--- config.mk ---
export PLATFORM = sky130hd
export DESIGN_NAME = pipe_stage_skid
export DESIGN_NICKNAME = d
export VERILOG_FILES = /design/src/rtl/pipe_pkg.sv /design/src/rtl/sat_counter.sv /design/src/rtl/pipe_stage_skid.sv
export SDC_FILE = /design/constraint.sdc
export NUM_CORES = 1
export LEC_CHECK = 0
export CORE_ASPECT_RATIO = 0.7
export CORE_MARGIN = 2
export CORE_UTILIZATION = 44
export CTS_CLUSTER_SIZE = 30
export DETAILED_ROUTE_END_ITERATION = 7
export PLACE_DENSITY = 0.81
export SKIP_LAST_GASP = 1
export SLEW_MARGIN = 20
export SYNTH_ARGS = -nofsm -noshare
export SYNTH_HDL_FRONTEND = slang
export SYNTH_SLANG_ARGS = --single-unit
--- constraint.sdc ---
create_clock -name clk -period 4.13 [get_ports clk]
set_clock_uncertainty 0.15 [all_clocks]
set_input_delay 0.826 -clock clk [delete_from_list [all_inputs] [get_ports clk]]
set_output_delay 0.826 -clock clk [all_outputs]
set_load 0.005 [all_outputs]
--- src/rtl/pipe_pkg.sv ---
// Shared definitions for the skid-buffered pipeline stage.
// Holds the occupancy encoding and default widths.
package pipe_pkg;

    localparam int PAYLOAD_W_DEF = 71;
    localparam int CNT_W_DEF     = 16;

    typedef enum logic [1:0] {
        EMPTY = 2'd0,
        BUSY  = 2'd1,
        FULL  = 2'd2
    } state_t;

endpackage

--- src/rtl/sat_counter.sv ---
// Saturating up-counter.
// Sticks at all-ones; only reset clears it.
module sat_counter #(
    parameter int W = 16
) (
    input  logic         clk,
    input  logic         rst,
    input  logic         inc,
    output logic [W-1:0] count
);

    // Count up on inc until every bit is set.
    always_ff @(posedge clk) begin
        if (rst) begin
            count <= '0;
        end else if (inc && (count != '1)) begin
            count <= count + W'(1);
        end
    end

endmodule

--- src/rtl/pipe_stage_skid.sv ---
// Two-entry skid-buffered pipeline stage.
// in_ready is registered so no combinational path crosses the stage.
module pipe_stage_skid
    import pipe_pkg::*;
#(
    parameter int PAYLOAD_W = PAYLOAD_W_DEF,
    parameter int CNT_W     = CNT_W_DEF
) (
    input  logic                 clk,
    input  logic                 rst,
    input  logic                 flush,
    input  logic                 in_valid,
    output logic                 in_ready,
    input  logic [PAYLOAD_W-1:0] in_data,
    output logic                 out_valid,
    input  logic                 out_ready,
    output logic [PAYLOAD_W-1:0] out_data,
    output logic [1:0]           occupancy,
    output logic [CNT_W-1:0]     stall_count
);

    state_t               state;
    state_t               state_nx;
    logic [PAYLOAD_W-1:0] main;
    logic [PAYLOAD_W-1:0] main_nx;
    logic [PAYLOAD_W-1:0] skid;
    logic [PAYLOAD_W-1:0] skid_nx;
    logic                 ready_q;
    logic                 push;
    logic                 pop;

    assign in_ready  = ready_q;
    assign out_valid = (state != EMPTY);
    assign out_data  = main;
    assign occupancy = state;

    assign push = in_valid & ready_q;
    assign pop  = out_valid & out_ready;

    // Next occupancy and payload moves; vacated slots are zeroed.
    always_comb begin
        state_nx = state;
        main_nx  = main;
        skid_nx  = skid;
        if (flush) begin
            state_nx = EMPTY;
            main_nx  = '0;
            skid_nx  = '0;
        end else begin
            unique case (state)
                EMPTY: begin
                    if (push) begin
                        main_nx  = in_data;
                        state_nx = BUSY;
                    end
                end
                BUSY: begin
                    if (push && pop) begin
                        main_nx = in_data;
                    end else if (pop) begin
                        main_nx  = '0;
                        state_nx = EMPTY;
                    end else if (push) begin
                        skid_nx  = in_data;
                        state_nx = FULL;
                    end
                end
                FULL: begin
                    if (pop) begin
                        main_nx  = skid;
                        skid_nx  = '0;
                        state_nx = BUSY;
                    end
                end
                default: begin
                    state_nx = EMPTY;
                    main_nx  = '0;
                    skid_nx  = '0;
                end
            endcase
        end
    end

    // State, payload and registered ready update.
    always_ff @(posedge clk) begin
        if (rst) begin
            state   <= EMPTY;
            main    <= '0;
            skid    <= '0;
            ready_q <= 1'b1;
        end else begin
            state   <= state_nx;
            main    <= main_nx;
            skid    <= skid_nx;
            ready_q <= (state_nx != FULL);
        end
    end

    sat_counter #(
        .W(CNT_W)
    ) u_stall (
        .clk  (clk),
        .rst  (rst),
        .inc  (out_valid & ~out_ready),
        .count(stall_count)
    );

endmodule

==> metrics.txt <==
# TYPE chip_impl_metric gauge
chip_impl_metric{name="power_report.internal_total",unit="W"} 0.00261
chip_impl_info{name="regToRegStartpoint",value="occupancy[1]$_SDFF_PP0_"} 1
chip_impl_metric{name="timing.slew.headroom",unit="%"} 47.7
chip_impl_info{name="yosys_most_used_dff",value="sky130_fd_sc_hd__dfxtp_1"} 1
chip_impl_metric{name="power.combinational.fraction",unit="%"} 9.8
chip_impl_metric{name="ys_ff_latch",unit=""} 161
chip_impl_metric{name="final_nets",unit=""} 893
chip_impl_metric{name="yosys.cell_types.count",unit=""} 40
chip_impl_info{name="highest_layer",value="met4"} 1
chip_impl_metric{name="number_of_global_route_vias_before_repair",unit=""} 5139
chip_impl_metric{name="hold_bufs_at_cts",unit=""} 0
chip_impl_metric{name="clock_tree_buf_depth",unit=""} 2
chip_impl_metric{name="power.density_cell_area",unit="nW/um^2"} 386
chip_impl_metric{name="n_fill_cell",unit=""} 1219
chip_impl_metric{name="setup-violations-final",unit=""} 0
chip_impl_metric{name="post-route-period-util",unit="%"} 70.3
chip_impl_metric{name="placement.io_buffers",unit=""} 166
chip_impl_metric{name="register_area_share_after_synthesis",unit="%"} 49.5
chip_impl_metric{name="post_synth_fa_ha_maj_area_fraction",unit="%"} 0.192
chip_impl_info{name="timing.setup.critical_path_class",value="in2reg"} 1
chip_impl_metric{name="post_drt_via_cell_ratio",unit=""} 5.60
chip_impl_metric{name="antennaDiodeCount",unit=""} 0
chip_impl_metric{name="drt_pass1_iterations",unit=""} 6
chip_impl_metric{name="die_height",unit="microns"} 106
chip_impl_metric{name="drt-total-wl",unit="microns"} 17100
chip_impl_metric{name="r2r_setup_slack",unit="ps"} 1620
chip_impl_metric{name="critPathRequiredTime",unit="ps"} 4320
chip_impl_metric{name="share_of_layout_cells_above_drive_strength_1",unit="%"} 7.36
chip_impl_metric{name="synth.net_count",unit=""} 756
chip_impl_metric{name="numCtsBuffers",unit=""} 17
chip_impl_metric{name="post_synth_instance_area",unit="sq um"} 6510
chip_impl_metric{name="synth_compound_gate_area_share",unit="%"} 14.2
chip_impl_metric{name="worst_ir_drop_vdd",unit="mV"} 0.251
chip_impl_metric{name="dp_hpwl",unit="microns"} 10600
chip_impl_metric{name="met3_wirelength",unit="microns"} 1600
chip_impl_info{name="hold_class",value="reg2reg"} 1
chip_impl_metric{name="clock_power_share",unit="%"} 43.9
chip_impl_info{name="outcome",value="finished clean"} 1
chip_impl_metric{name="synth_xor_xnor_area_share",unit="%"} 0.269
chip_impl_metric{name="grt_antenna_before_repair",unit=""} 0
chip_impl_metric{name="final.hold.worst_slack",unit="ps"} 345
chip_impl_metric{name="clk_latency",unit="ps"} 410
chip_impl_metric{name="clkSlewWorstSetupHoldPaths",unit="ps"} 60
chip_impl_metric{name="synthMuxAreaShare",unit="%"} 11.4
chip_impl_metric{name="period_minus_slack",unit="ps"} 2900
chip_impl_metric{name="std_cell_rows",unit=""} 37
chip_impl_metric{name="fp.dieW",unit="microns"} 149
chip_impl_metric{name="cts_htree_levels",unit=""} 4
chip_impl_metric{name="clock_sinks",unit=""} 161
chip_impl_metric{name="fp.coreArea",unit="sq um"} 14600
chip_impl_info{name="reg2reg_to",value="u_stall.count[15]$_SDFFE_PP0P_"} 1
chip_impl_info{name="dominant_combinational_cell_family_by_area_after_synthesis",value="simple AND/OR/NAND/NOR gates"} 1
chip_impl_metric{name="grt_usage",unit="%"} 21.4
chip_impl_metric{name="pin_count_of_the_biggest_net_entering_global_routing",unit=""} 67
chip_impl_info{name="worstSetupEndpoint",value="u_stall.count[15]$_SDFFE_PP0P_"} 1
chip_impl_metric{name="hold_violations",unit=""} 0
chip_impl_metric{name="synth-edff-count",unit=""} 0
chip_impl_metric{name="post_synth.cell_area_avg",unit="sq um"} 9.59
chip_impl_metric{name="grt.overflow.total",unit=""} 0
chip_impl_info{name="worstSetupStartpoint",value="out_ready"} 1
chip_impl_info{name="root_buf_cell",value="sky130_fd_sc_hd__clkbuf_16"} 1
chip_impl_metric{name="detail_route.wl_per_cell",unit="microns"} 16.7
chip_impl_metric{name="power.sequential.fraction",unit="%"} 46.4
chip_impl_metric{name="met1_layer_wirelength_in_the_final_routing",unit="microns"} 7790
chip_impl_metric{name="synthCells",unit=""} 679
chip_impl_metric{name="yosys.area_share.simple",unit="%"} 20.2
chip_impl_metric{name="finalMaxSlewViolations",unit=""} 0
chip_impl_metric{name="routed-wl-met2",unit="microns"} 7480
chip_impl_metric{name="timing.critical_path.fanout_max",unit=""} 12
chip_impl_metric{name="proportion_of_total_power_due_to_net_switching",unit="%"} 24.0
chip_impl_metric{name="switching_power",unit="W"} 0.000827
chip_impl_info{name="rsz0062_at_grt",value="false"} 1
chip_impl_metric{name="worst_ep_arrival_time",unit="ps"} 3100
chip_impl_metric{name="number_of_cells_upsized_or_downsized_after_cts",unit=""} 0
chip_impl_metric{name="yosys_warnings",unit=""} 0
chip_impl_info{name="worstSetupEndpointType",value="register"} 1
chip_impl_metric{name="route.vias.total",unit=""} 5738
chip_impl_metric{name="areaGrowthSynthToFinish",unit="%"} 36.8
chip_impl_metric{name="gp_routability_congestion",unit=""} 0.806
chip_impl_metric{name="setup_total_negative_slack",unit="ps"} 0
chip_impl_info{name="cp-start-kind",value="input pin"} 1
chip_impl_metric{name="final_antenna_net_count",unit=""} 0
chip_impl_metric{name="cap_viol_max_count",unit=""} 0
chip_impl_metric{name="grt_first_pass_wirelength",unit="microns"} 27300
chip_impl_metric{name="rr_worst_depth",unit=""} 4
chip_impl_metric{name="design.portCount",unit=""} 167
chip_impl_metric{name="die_area",unit="sq um"} 15800
chip_impl_metric{name="worst_slew_pin_slew",unit="ps"} 784
chip_impl_metric{name="drt_iter0_markers",unit=""} 697
chip_impl_metric{name="postCtsSetupBuffers",unit=""} 0
chip_impl_metric{name="drc",unit=""} 0
chip_impl_info{name="cts_tree",value="yes"} 1
chip_impl_metric{name="initial_core_utilization",unit="%"} 44.6
chip_impl_metric{name="total_leakage_power",unit="nW"} 3.11
chip_impl_metric{name="max_freq",unit="MHz"} 344
chip_impl_metric{name="ys_async_sr_fraction",unit="%"} 0
==> worst max-delay path, cell delays in order <==
cell,delay [ps]
sky130_fd_sc_hd__clkdlybuf4s50_1,510
sky130_fd_sc_hd__o21bai_1,370
sky130_fd_sc_hd__or4_1,710
sky130_fd_sc_hd__or4_1,510
sky130_fd_sc_hd__a21oi_1,160
==> how the worst min path moves through the flow <==
stage / from / to / slack (ps) / cells after the start
after global placement: skid[48]$_SDFFE_PP0P_ / skid[48]$_SDFFE_PP0P_ / 330 / 2
after global routing: skid[39]$_SDFFE_PP0P_ / skid[39]$_SDFFE_PP0P_ / 370 / 2
after floorplan: skid[0]$_SDFFE_PP0P_ / skid[0]$_SDFFE_PP0P_ / 310 / 2
after CTS: skid[39]$_SDFFE_PP0P_ / skid[39]$_SDFFE_PP0P_ / 350 / 2
after detailed placement: skid[39]$_SDFFE_PP0P_ / skid[39]$_SDFFE_PP0P_ / 330 / 2
final: skid[17]$_SDFFE_PP0P_ / skid[17]$_SDFFE_PP0P_ / 340 / 2
==> final cells by class <==
| type | count | area (sq um) | share of cell area [%] |
|---|---|---|---|
| clock buffer | 19 | 443 | 4.97 |
| clock inverter | 13 | 126 | 1.42 |
| inverter | 5 | 18.8 | 0.211 |
| multi-input combinational | 451 | 3060 | 34.3 |
| sequential | 161 | 3220 | 36.2 |
| tap | 195 | 244 | 2.74 |
| timing repair buffer | 180 | 1790 | 20.1 |
==> sequential cells by signal, indices dropped and copies added, names as in the netlist <==
name and flops:
out_data 71, skid 71, u_stall.count 16, occupancy 2, in_ready 1
==> synth_stat cells (2+ instances only) <==
cell | instances | area share [%]
sky130_fd_sc_hd__dfxtp_1 | 161 | 50
sky130_fd_sc_hd__nor2_1 | 150 | 8.7
sky130_fd_sc_hd__buf_2 | 9 | 0.69
sky130_fd_sc_hd__a211oi_1 | 2 | 0.23
sky130_fd_sc_hd__and2_1 | 70 | 6.7
sky130_fd_sc_hd__or4_1 | 9 | 1.0
sky130_fd_sc_hd__a21oi_1 | 13 | 1.0
sky130_fd_sc_hd__inv_1 | 5 | 0.29
sky130_fd_sc_hd__and4_2 | 2 | 0.31
sky130_fd_sc_hd__nand2_1 | 7 | 0.40
sky130_fd_sc_hd__nor4_1 | 6 | 0.58
sky130_fd_sc_hd__a222oi_1 | 71 | 11
sky130_fd_sc_hd__o21ai_0 | 3 | 0.23
sky130_fd_sc_hd__nand3b_1 | 2 | 0.23
sky130_fd_sc_hd__nand3_1 | 7 | 0.54
sky130_fd_sc_hd__clkbuf_1 | 51 | 2.9
sky130_fd_sc_hd__nor2b_1 | 5 | 0.48
sky130_fd_sc_hd__mux2i_1 | 71 | 11
sky130_fd_sc_hd__nand4_1 | 4 | 0.38
sky130_fd_sc_hd__mux2_2 | 3 | 0.52
sky130_fd_sc_hd__o21ba_2 | 2 | 0.31
sky130_fd_sc_hd__o31ai_1 | 8 | 0.92
==> logic make-up (layout without fill, tap and decap cells) <==
group | after synthesis | in the layout
simple gates | 270 | 270
flops | 161 | 161
compound gates | 104 | 104
mux | 74 | 74
buf+inv | 67 | 217
xor+xnor | 2 | 2
fa+ha+maj | 1 | 1
==> through the flow <==
| stage | std cells | utilization (%) | setup WS (ps) | power, W | area, sq um |
|---|---|---|---|---|---|
| after global routing | 1024 | 61.1 | 1050 | 0.00357 | 8910 |
| after CTS | 1024 | 61.1 | 1250 | 0.00347 | 8910 |
| final | 1024 | 61.1 | 1230 | 0.00344 | 8910 |
| after detailed placement | 992 | 57.2 | 818 | 0.00196 | 8340 |
| after floorplan | 679 | - | 1690 | 0.00179 | 6510 |
| after global placement | 992 | 57.2 | 889 | 0.00196 | 8340 |
==> placed cells by master, fill, tap and decap left out, drive strengths merged, types with 3 or more instances in the layout <==
cell type	synthesis	routed
mux2	3	3
a222oi	71	71
a21oi	13	13
o21ai	3	3
nand2	7	7
nand4	5	5
buf	10	14
clkinv	0	7
and4	3	3
clkdlybuf4s50	0	166
or4	9	9
inv	5	9
clkbuf	52	19
mux2i	71	71
o31ai	8	8
nor2b	5	5
nor4	6	6
and2	71	71
nor2	150	150
dfxtp	161	161
nand3	7	7
==> power by group through the flow <==
stage	sequential, W	combinational [W]	clock, W
global placement	0.00163	0.000331	0
global route	0.00160	0.000360	0.00162
detailed placement	0.00163	0.000332	0
finish	0.00160	0.000335	0.00151
CTS	0.00160	0.000335	0.00154
floorplan	0.00163	0.000160	0
==> layer usage <==
layer | GRT usage (%) | vias up
met2 | 31.4 | 258
met3 | 5.63 | 17
met5 | 0 | -
li1 | - | 2754
met4 | 6.26 | 0
met1 | 30.9 | 2709
Note: power is estimated with default switching activity, not from simulation.
